`src/rtl/logic_stream_pkg.sv`:
```
// Shared types for the logic stream unit: operation/mode encodings, FSM states, fold-op helper.
package logic_stream_pkg;

   typedef enum logic [1:0] {
      OP_AND  = 2'd0,
      OP_OR   = 2'd1,
      OP_XOR  = 2'd2,
      OP_NAND = 2'd3
   } op_e;

   typedef enum logic {
      MODE_ELEM   = 1'b0,
      MODE_REDUCE = 1'b1
   } mode_e;

   typedef enum logic {
      ST_IDLE  = 1'b0,
      ST_ACCUM = 1'b1
   } state_e;

   // NAND beats are already inverted, so the block fold for NAND is a plain AND.
   function automatic op_e fold_op(input op_e op);
      return (op == OP_NAND) ? OP_AND : op;
   endfunction

endpackage

```
`src/rtl/logic_op.sv`:
```
// Bitwise two-operand logic function, selected by op_i.
module logic_op
   import logic_stream_pkg::*;
#(
   parameter int unsigned WIDTH = 16
) (
   input  logic [1:0]       op_i,
   input  logic [WIDTH-1:0] x_i,
   input  logic [WIDTH-1:0] y_i,
   output logic [WIDTH-1:0] z_o
);

   op_e op;
   assign op = op_e'(op_i);

   // Per-bit operation select; no carries between bits.
   always_comb begin
      z_o = '0;
      case (op)
         OP_AND:  z_o = x_i & y_i;
         OP_OR:   z_o = x_i | y_i;
         OP_XOR:  z_o = x_i ^ y_i;
         OP_NAND: z_o = ~(x_i & y_i);
         default: z_o = '0;
      endcase
   end

endmodule

```
`src/rtl/logic_stream_unit.sv`:
```
// Streaming bitwise logic unit: elementwise results or a fold over BLOCK_LEN beats,
// with a single registered output stage and valid/ready handshakes on both sides.
module logic_stream_unit
   import logic_stream_pkg::*;
#(
   parameter int unsigned WIDTH     = 16,
   parameter int unsigned BLOCK_LEN = 4
) (
   input  logic                      clk,
   input  logic                      rst_n,
   input  logic [1:0]                op_i,
   input  logic                      mode_i,
   input  logic                      s_valid,
   output logic                      s_ready,
   input  logic [WIDTH-1:0]          a_i,
   input  logic [WIDTH-1:0]          b_i,
   output logic                      m_valid,
   input  logic                      m_ready,
   output logic [WIDTH-1:0]          y_o,
   output logic [$clog2(BLOCK_LEN):0] beat_cnt_o
);

   localparam int unsigned      CNT_W    = $clog2(BLOCK_LEN) + 1;
   localparam logic [CNT_W-1:0] LAST_CNT = CNT_W'(BLOCK_LEN - 1);

   state_e           state_q, state_d;
   op_e              op_q, op_d;
   mode_e            mode_q, mode_d;
   logic [WIDTH-1:0] acc_q, acc_d;
   logic [WIDTH-1:0] y_q, y_d;
   logic             m_valid_q, m_valid_d;
   logic [CNT_W-1:0] cnt_q, cnt_d;
   logic             run_q;

   op_e              eff_op_c;
   mode_e            eff_mode_c;
   logic             first_c, last_c, out_free_c, accept_c;
   logic [1:0]       f_op_c, g_op_c;
   logic [WIDTH-1:0] f_z_c, g_z_c, beat_val_c;

   // Op/mode come from the inputs on the first beat of a block, from the latch afterwards.
   assign first_c    = (state_q == ST_IDLE);
   assign eff_op_c   = first_c ? op_e'(op_i) : op_q;
   assign eff_mode_c = first_c ? mode_e'(mode_i) : mode_q;
   assign f_op_c     = 2'(eff_op_c);
   assign g_op_c     = 2'(fold_op(op_q));

   logic_op #(.WIDTH(WIDTH)) u_beat_op (
      .op_i (f_op_c),
      .x_i  (a_i),
      .y_i  (b_i),
      .z_o  (f_z_c)
   );

   logic_op #(.WIDTH(WIDTH)) u_fold_op (
      .op_i (g_op_c),
      .x_i  (acc_q),
      .y_i  (f_z_c),
      .z_o  (g_z_c)
   );

   assign beat_val_c = first_c ? f_z_c : g_z_c;
   assign last_c     = (eff_mode_c == MODE_ELEM) || (!first_c && (cnt_q == LAST_CNT));
   assign out_free_c = !m_valid_q || m_ready;
   // Only a beat that produces a result has to wait for the output register.
   assign s_ready    = run_q && (out_free_c || !last_c);
   assign accept_c   = s_valid && s_ready;

   assign m_valid    = m_valid_q;
   assign y_o        = y_q;
   assign beat_cnt_o = cnt_q;

   // Next-state: hand-off, accumulate, or complete a block into the output register.
   always_comb begin
      state_d   = state_q;
      op_d      = op_q;
      mode_d    = mode_q;
      acc_d     = acc_q;
      y_d       = y_q;
      cnt_d     = cnt_q;
      m_valid_d = m_valid_q && !m_ready;
      if (accept_c) begin
         op_d   = eff_op_c;
         mode_d = eff_mode_c;
         if (last_c) begin
            y_d       = beat_val_c;
            m_valid_d = 1'b1;
            acc_d     = '0;
            cnt_d     = '0;
            state_d   = ST_IDLE;
         end else begin
            acc_d   = beat_val_c;
            cnt_d   = cnt_q + CNT_W'(1);
            state_d = ST_ACCUM;
         end
      end
   end

   // State registers; run_q holds off input acceptance until the first edge after reset release.
   always_ff @(posedge clk or negedge rst_n) begin
      if (!rst_n) begin
         state_q   <= ST_IDLE;
         op_q      <= OP_AND;
         mode_q    <= MODE_ELEM;
         acc_q     <= '0;
         y_q       <= '0;
         m_valid_q <= 1'b0;
         cnt_q     <= '0;
         run_q     <= 1'b0;
      end else begin
         state_q   <= state_d;
         op_q      <= op_d;
         mode_q    <= mode_d;
         acc_q     <= acc_d;
         y_q       <= y_d;
         m_valid_q <= m_valid_d;
         cnt_q     <= cnt_d;
         run_q     <= 1'b1;
      end
   end

endmodule
```
`config.mk`:
```
export PLATFORM = sky130hd
export DESIGN_NAME = logic_stream_unit
export DESIGN_NICKNAME = d
export VERILOG_FILES = /design/src/rtl/logic_stream_pkg.sv /design/src/rtl/logic_op.sv /design/src/rtl/logic_stream_unit.sv
export SDC_FILE = /design/constraint.sdc
export NUM_CORES = 1
export LEC_CHECK = 0
export ABC_AREA = 1
export BUFFER_PORTS_ARGS = -buffer_cell sky130_fd_sc_hd__buf_2
export CAP_MARGIN = 20
export CORE_MARGIN = 8
export CORE_UTILIZATION = 40
export CTS_BUF_LIST = sky130_fd_sc_hd__clkbuf_16
export DETAILED_ROUTE_END_ITERATION = 10
export SLEW_MARGIN = 15
export SYNTH_ARGS = -nofsm -noshare
export SYNTH_HDL_FRONTEND = slang
export SYNTH_SLANG_ARGS = --single-unit
```
`constraint.sdc`:
```
create_clock -name clk -period 2.01 [get_ports clk]
set_input_delay 0.1005 -clock clk [delete_from_list [all_inputs] [get_ports clk]]
set_output_delay 0.1005 -clock clk [all_outputs]
set_load 0.02 [all_outputs]
```
==> results of run 1 <==
## what timing repair did
item	in CTS	in global routing
hold buffers	1	0
endpoints found under the setup margin	32	37
cloned	4	2
setup buffers	11	9
pin swaps	14	38
gates resized for setup	43	88
hold endpoints to repair	8	0
## final timing paths
kind                          from        to  slack (ps)
max in group asynchronous    rst_n    y_o[2]        1240
setup / recovery           state_q    y_o[2]        -230
hold reg to reg             mode_q    mode_q         470
min in group asynchronous    rst_n  acc_q[5]         230
hold / removal             m_ready   m_valid          20
setup reg to reg           state_q    y_o[2]        -230
## worst register-to-register path, delay by kind of cell (launching register included)
family,cells,cell delay (ps)
AOI/OAI and AO/OA,1,130
buffers and inverters,8,1060
and+or+nand+nor,7,550
DFF,1,400
## cell type report
type / instances / area [um2] / share of cell area
clock inverter: 3 / 41.3 / 0.00737
clock buffer: 5 / 125 / 0.0223
timing repair buffer: 110 / 845 / 0.151
sequential: 41 / 1030 / 0.183
multi-input combinational: 414 / 2960 / 0.529
tap: 136 / 170 / 0.0304
inverter: 108 / 433 / 0.0773
## cells by family after synthesis
logic type      count (synthesis)  share of synthesized area
buf+inv                       133                      0.139
flops                          41                      0.249
compound gates                 55                     0.0860
other cells                     1                   0.000911
fa+ha+maj                      70                      0.213
simple gates                  288                      0.312
## cells in the final DEF, fill, tap and decap left out, types with 4 or more instances in the layout
master / netlist / final
dfrtp_1: 41 / 41
or2_2: 15 / 11
buf_4: 6 / 36
clkbuf_16: 0 / 7
nand3_1: 80 / 50
buf_6: 5 / 5
o21ai_2: 0 / 11
o211ai_1: 15 / 15
buf_2: 6 / 59
buf_12: 0 / 4
nand2_4: 2 / 10
ha_4: 0 / 6
inv_1: 103 / 100
o21a_1: 15 / 15
o21ai_1: 14 / 7
ha_1: 70 / 58
nand3_2: 0 / 30
or2_4: 0 / 4
nand2_1: 176 / 144
o21ai_0: 9 / 5
ha_2: 0 / 6
nand2_2: 9 / 31
## metrics by stage
stage	TNS [ps]	util	cells	setup slack [ps]
detailed placement	-5870	0.458	782	-244
global route	-9780	0.553	817	-357
finish	-5870	0.553	817	-234
global placement	-4020	0.458	782	-187
CTS	-4620	0.505	806	-177
floorplan	0	-	588	0.743
## state kept, by name, summed over array words and instances, names as in the netlist
register	cells
run_q	1
y_o	16
state_q	1
beat_cnt_o	3
op_q	2
mode_q	1
acc_q	16
m_valid	1
## power groups by stage
stage          Sequential, mW  Clock, mW  Combinational, mW
2_1_floorplan            1.57          0               3.01
6_report                 1.44      0.915               6.02
3_5_place_dp             1.44          0               4.49
3_3_place_gp             1.43          0               4.29
4_1_cts                  1.42      0.930               5.13
5_1_grt                  1.48      0.974               6.63
## routing by layer
layer / vias up / GRT usage / wire length [um]
li1: 2024 / - / -
met3: 20 / 0.0249 / 319
met4: 0 / 0.0352 / 189
met2: 65 / 0.309 / 6400
met5: - / 0 / 0
met1: 1966 / 0.185 / 5010
==> summary.txt, run 1 <==
Power
  • P_leak: 3.03 nW
  • Max VDD drop: between 600 and 700 uV
  • Sw Share: 0.486
  • Overall power: 8.38 mW
  • Combinational Power Share: 0.719
  • Internal: 4.31 mW
  • Switch Pwr: a little over 4 mW
  • Power Dens Cells: 1490 nW/um2
  • Share of power burned in registers: 0.172
  • Clock power share: 0.109

Yosys
  • Cells after synthesis: 588
  • Top cells by area, synth: dfrtp_1 25%, ha_1 21%, nand2_1 16%
  • Warning count from the yosys run: 0
  • List of most frequent post-synthesis cells: 176 x nand2_1, 103 x inv_1, 80 x nand3_1
  • Yosys reg bits: between 40 and 50
  • Post-synth top flop: dfrtp_1
  • Ys async rst share: 1.00
  • Distinct cells, synth: 26
  • Syn Nets: 697
  • Sequential cell area fraction in the yosys report: 0.249
  • Yosys top cell area share: 0.249
  • Most instantiated library cell after synthesis: nand2_1
  • Cell Area, Synth: between 4000 and 5000 um2
  • Avg Cell Area, Syn: 7.00 um2
  • Top cell type by total area after synthesis: dfrtp_1
  • Number of flops mapped to enable cells by yosys: 0

Setup path
  • CP Class: flip-flop to flip-flop
  • Most Frequent Cell on Critical Path: buf_4
  • Top delay family on crit path: buffers and inverters
  • Worst setup EP type: flip-flop
  • Slowest cell on the critical path: dfrtp_1
  • Worst path depth: 16
  • Crit path DAT: around 2400 ps
  • CP cell instances: buf_6 -> nand2_2 -> nand2_4 -> buf_12 -> o21ai_2 -> nand3_2 -> buf_4 -> buf_4 -> buf_4 -> buf_4 -> buf_4 -> buf_4 -> nand3_1 -> nand2_2 -> nand2_1 -> nand2_1
  • Startpoint Class: flip-flop
  • Register-to-Register Path Depth: 16
  • CP max stage delay: about 400 ps
  • Crit path required time: 2180 ps
  • Buffer and inverter count on the worst path: 8
  • CP max FO: 13

GRT
  • Number of global-route vias before repair: just over 4,000
  • Total gr overflow: 0
  • Largest net degree at the start of global routing: 26
  • First-pass GRT wire length: 19,100 um
  • Initial antenna violation count: 0
  • GRT Total Usage: 0.162

Floorplanning
  • Ports: 60
  • Die Span X: 117 um
  • Initial Utilization: 0.406
  • Die area: 13,800 um2
  • Core Region: slightly above 10,000 um2
  • Die H: 117 um
  • Std cell rows: 37

Clock tree
  • CTS Buf Count: 5
  • Htree depth: 2
  • Clock Pin Slew Worst Setup and Hold Paths: 60 ps
  • Max Root-Sink Buffers: 2
  • Root Driver: clkbuf_16
  • Worst-Skew Late Latency: 280 ps
  • TritonCTS Sinks: 41
  • TritonCTS clock tree: done

STA
  • Final Cycle Share: 1.12
  • Hold Fails Final Rpt: 0
  • Finish-stage setup viols: 32
  • Pins Over Slew Limit: 0
  • RSZ-0062 raised after global routing: yes
  • Worst Setup Slack, final: -234 ps
  • Setup Skew: 7.49 ps
  • Final hold slack: 18.6 ps
  • Tmin final: 2240 ps
  • Achievable Freq: between 0.4 and 0.5 GHz

Placed design
  • Post-DP HPWL: 8150 um
  • Input/output buffers: 59
  • DP Area: 4640 um2
  • Gpl congestion: 0.798

Detailed routing
  • Drt pass-1 iters: 4
  • DRC: 0
  • Drt total wl: 11,900 um
  • Vias per cell: ~5
  • Post-DRT Antenna Nets: 0
  • Vias after detailed routing: 4,075
  • Drt wl/cell: about 15 um
  • Initial DRC Count: 241

Cells and area
  • Post-route cell area: between 5000 and 6000 um2
  • Fillers: between 900 and 1,000
  • Antenna cell count: 0
  • Nets: 789
  • Share of layout cells above drive strength 1: 0.352
  • P&R area growth vs syn: 36.1%

Run status
  • Failing checks: setup timing
  • Status: finished with violations

Worst hold path
  • Hold Path Class: input pin to flip-flop
  • Cell depth of the worst hold path: 2

Job
  • Max Cap Viol: 0
(Power assumes the default switching activity.)
==> inputs of run 2 (changes only) <==
==> constraint.sdc (replaced) <==
create_clock -name clk -period 1.96 [get_ports clk]
set_input_delay 0.098 -clock clk [delete_from_list [all_inputs] [get_ports clk]]
set_output_delay 0.098 -clock clk [all_outputs]
set_load 0.02 [all_outputs]
==> summary.txt, run 2 (same netlist as run 1, synthesis figures left out) <==
Detailed routing
  • Drt pass-1 iters: 4
  • Drt wl/cell: 16.1 um
  • Post-DRT Antenna Nets: 0
  • Drt total wl: about 14,000 um
  • Vias per cell: approximately 5.1
  • Vias after detailed routing: 4,322
  • DRC: 0
  • Initial DRC Count: 200

Setup path
  • Crit path DAT: 2400 ps
  • Crit path required time: 2130 ps
  • Most Frequent Cell on Critical Path: nand2_1
  • Worst setup EP type: flip-flop
  • CP Class: flip-flop to flip-flop
  • Worst R2R End: acc_q[8]
  • Slowest cell on the critical path: dfrtp_1
  • Reg2Reg Setup Slack: -270 ps
  • Critical path destination: acc_q[8]
  • Startpoint Class: flip-flop
  • CP max FO: 6
  • Register-to-Register Path Depth: 15
  • CP cell instances: buf_6 -> nand2_8 -> nand2_8 -> nor2_4 -> buf_6 -> nand2_1 -> nand2_4 -> ha_4 -> nand2_2 -> o21a_1 -> nand3_2 -> o211ai_1 -> nand2_1 -> nand2_1 -> nand2_1
  • Worst flop-to-flop path startpoint: state_q
  • CP max stage delay: 410 ps
  • Launch point of the worst path: state_q

GRT
  • Initial antenna violation count: 0
  • First-pass GRT wire length: 21,800 um
  • Number of global-route vias before repair: 4,660
  • GRT Total Usage: 0.191
  • Total gr overflow: 0
  • Largest net degree at the start of global routing: 42

Floorplanning
  • Ports: 60
  • Die Span X: 117 um
  • Core Region: 10,100 um2
  • Initial Utilization: 0.406
  • Die area: between 10,000 and 15,000 um2
  • Die H: 117 um
  • Std cell rows: 37

STA
  • Pins Over Slew Limit: 0
  • Hold Fails Final Rpt: 0
  • Finish-stage setup viols: 32
  • Tmin final: 2230 ps
  • RSZ-0062 raised after global routing: yes
  • Setup Skew: 4.19 ps
  • Slew margin rel.: 0.623
  • Final Cycle Share: 1.14
  • Worst Setup Slack, final: -269 ps
  • Worst Tran Pin Value: 565 ps
  • Achievable Freq: 0.449 GHz

Power
  • Internal: 5.30 mW
  • P_leak: 3.28 nW
  • Share of power burned in registers: 0.148
  • Switch Pwr: ~4.9 mW
  • Sw Share: 0.482
  • Clock power share: 0.091
  • Max VDD drop: 665 uV
  • Power Dens Cells: 1610 nW/um2
  • Combinational Power Share: 0.762

Placed design
  • Worst slack, placed: -340 ps
  • Gpl congestion: 0.791
  • Input/output buffers: 59
  • Post-DP HPWL: between 8000 and 9000 um
  • DP Area: 4800 um2

Cells and area
  • P&R area growth vs syn: 54.2%
  • Antenna cell count: 0
  • Fillers: roughly 830
  • Share of layout cells above drive strength 1: 0.444
  • Most frequent cells in the layout: 140 x nand2_1, 92 x inv_1, 63 x buf_4
  • Commonest non-fill, non-tap cell in the layout: nand2_1
  • Post-route cell area: approximately 6400 um2
  • Final Util: 0.626
  • Nets: roughly 800

Clock tree
  • Clock Pin Slew Worst Setup and Hold Paths: 60 ps
  • Root Driver: clkbuf_16
  • CTS Buf Count: 5
  • TritonCTS Sinks: 41
  • TritonCTS clock tree: done
  • Htree depth: 2
  • Worst-Skew Late Latency: 280 ps
  • Max Root-Sink Buffers: 2

Run status
  • Failing checks: setup timing
  • Status: finished with violations

Worst hold path
  • Hold Path Class: input pin to flip-flop

Job
  • Max Cap Viol: 0
-- run 2: worst min path at each step --
stage | from | depth (start not counted) | end | slack (ps)
after floorplan | rst_n | 0 | acc_q[0] | -200
after global placement | rst_n | 2 | y_o[4] | 210
after detailed placement | rst_n | 2 | y_o[3] | 220
after CTS | m_ready | 2 | m_valid | 20
after global routing | m_ready | 2 | m_valid | 10
final | m_ready | 2 | m_valid | 10
-- run 2: timing repair --
item,in CTS,in global routing
hold buffers,1,0
gates resized for setup,138,78
pin swaps,82,69
setup buffers,33,7
hold endpoints to repair,41,0
gates cloned,7,0
endpoints found under the setup margin,32,37
-- run 2: power by group through the flow --
stage	combinational [mW]	clock [mW]	sequential, mW
2_1_floorplan	3.14	0	1.62
3_3_place_gp	4.69	0	1.44
3_5_place_dp	4.90	0	1.46
4_1_cts	6.86	0.943	1.49
5_1_grt	8.49	0.989	1.56
6_report	7.80	0.931	1.51
-- run 2: layer usage --
layer | wire length, um | up-vias | share of wire | track usage
met2 | 7460 | 104 | 0.54 | 0.371
met5 | 0 | - | 0 | 0
met4 | 486 | 0 | 0.035 | 0.0793
met3 | 491 | 29 | 0.036 | 0.0288
met1 | 5260 | 2094 | 0.38 | 0.197
li1 | - | 2095 | - | -
-- run 2: critical path, delay by kind of cell, from the launching register on --
family	cells	cell delay [ps]
buffers and inverters	2	340
AND/OR/NAND/NOR	10	940
adder cells (fa/ha/maj)	1	200
flip-flops	1	410
AO/OA/AOI/OAI	2	220
-- run 2: cell type report --
class,instances,area [um2],share of cell area
multi-input combinational,415,3440,0.541
sequential,41,1030,0.162
timing repair buffer,142,1130,0.178
tap,136,170,0.0268
inverter,108,428,0.0674
clock inverter,3,37.5,0.00591
clock buffer,5,125,0.0197
-- run 2: metrics by stage --
step | hold slack [ps] | setup TNS (ps) | total power, mW | cells
2_1_floorplan | -198 | -719 | 4.75 | 588
3_3_place_gp | 210 | -5050 | 6.13 | 796
3_5_place_dp | 220 | -7550 | 6.36 | 796
4_1_cts | 15.2 | -5880 | 9.30 | 845
5_1_grt | 11.7 | -10750 | 11.0 | 850
6_report | 14.7 | -6760 | 10.2 | 850
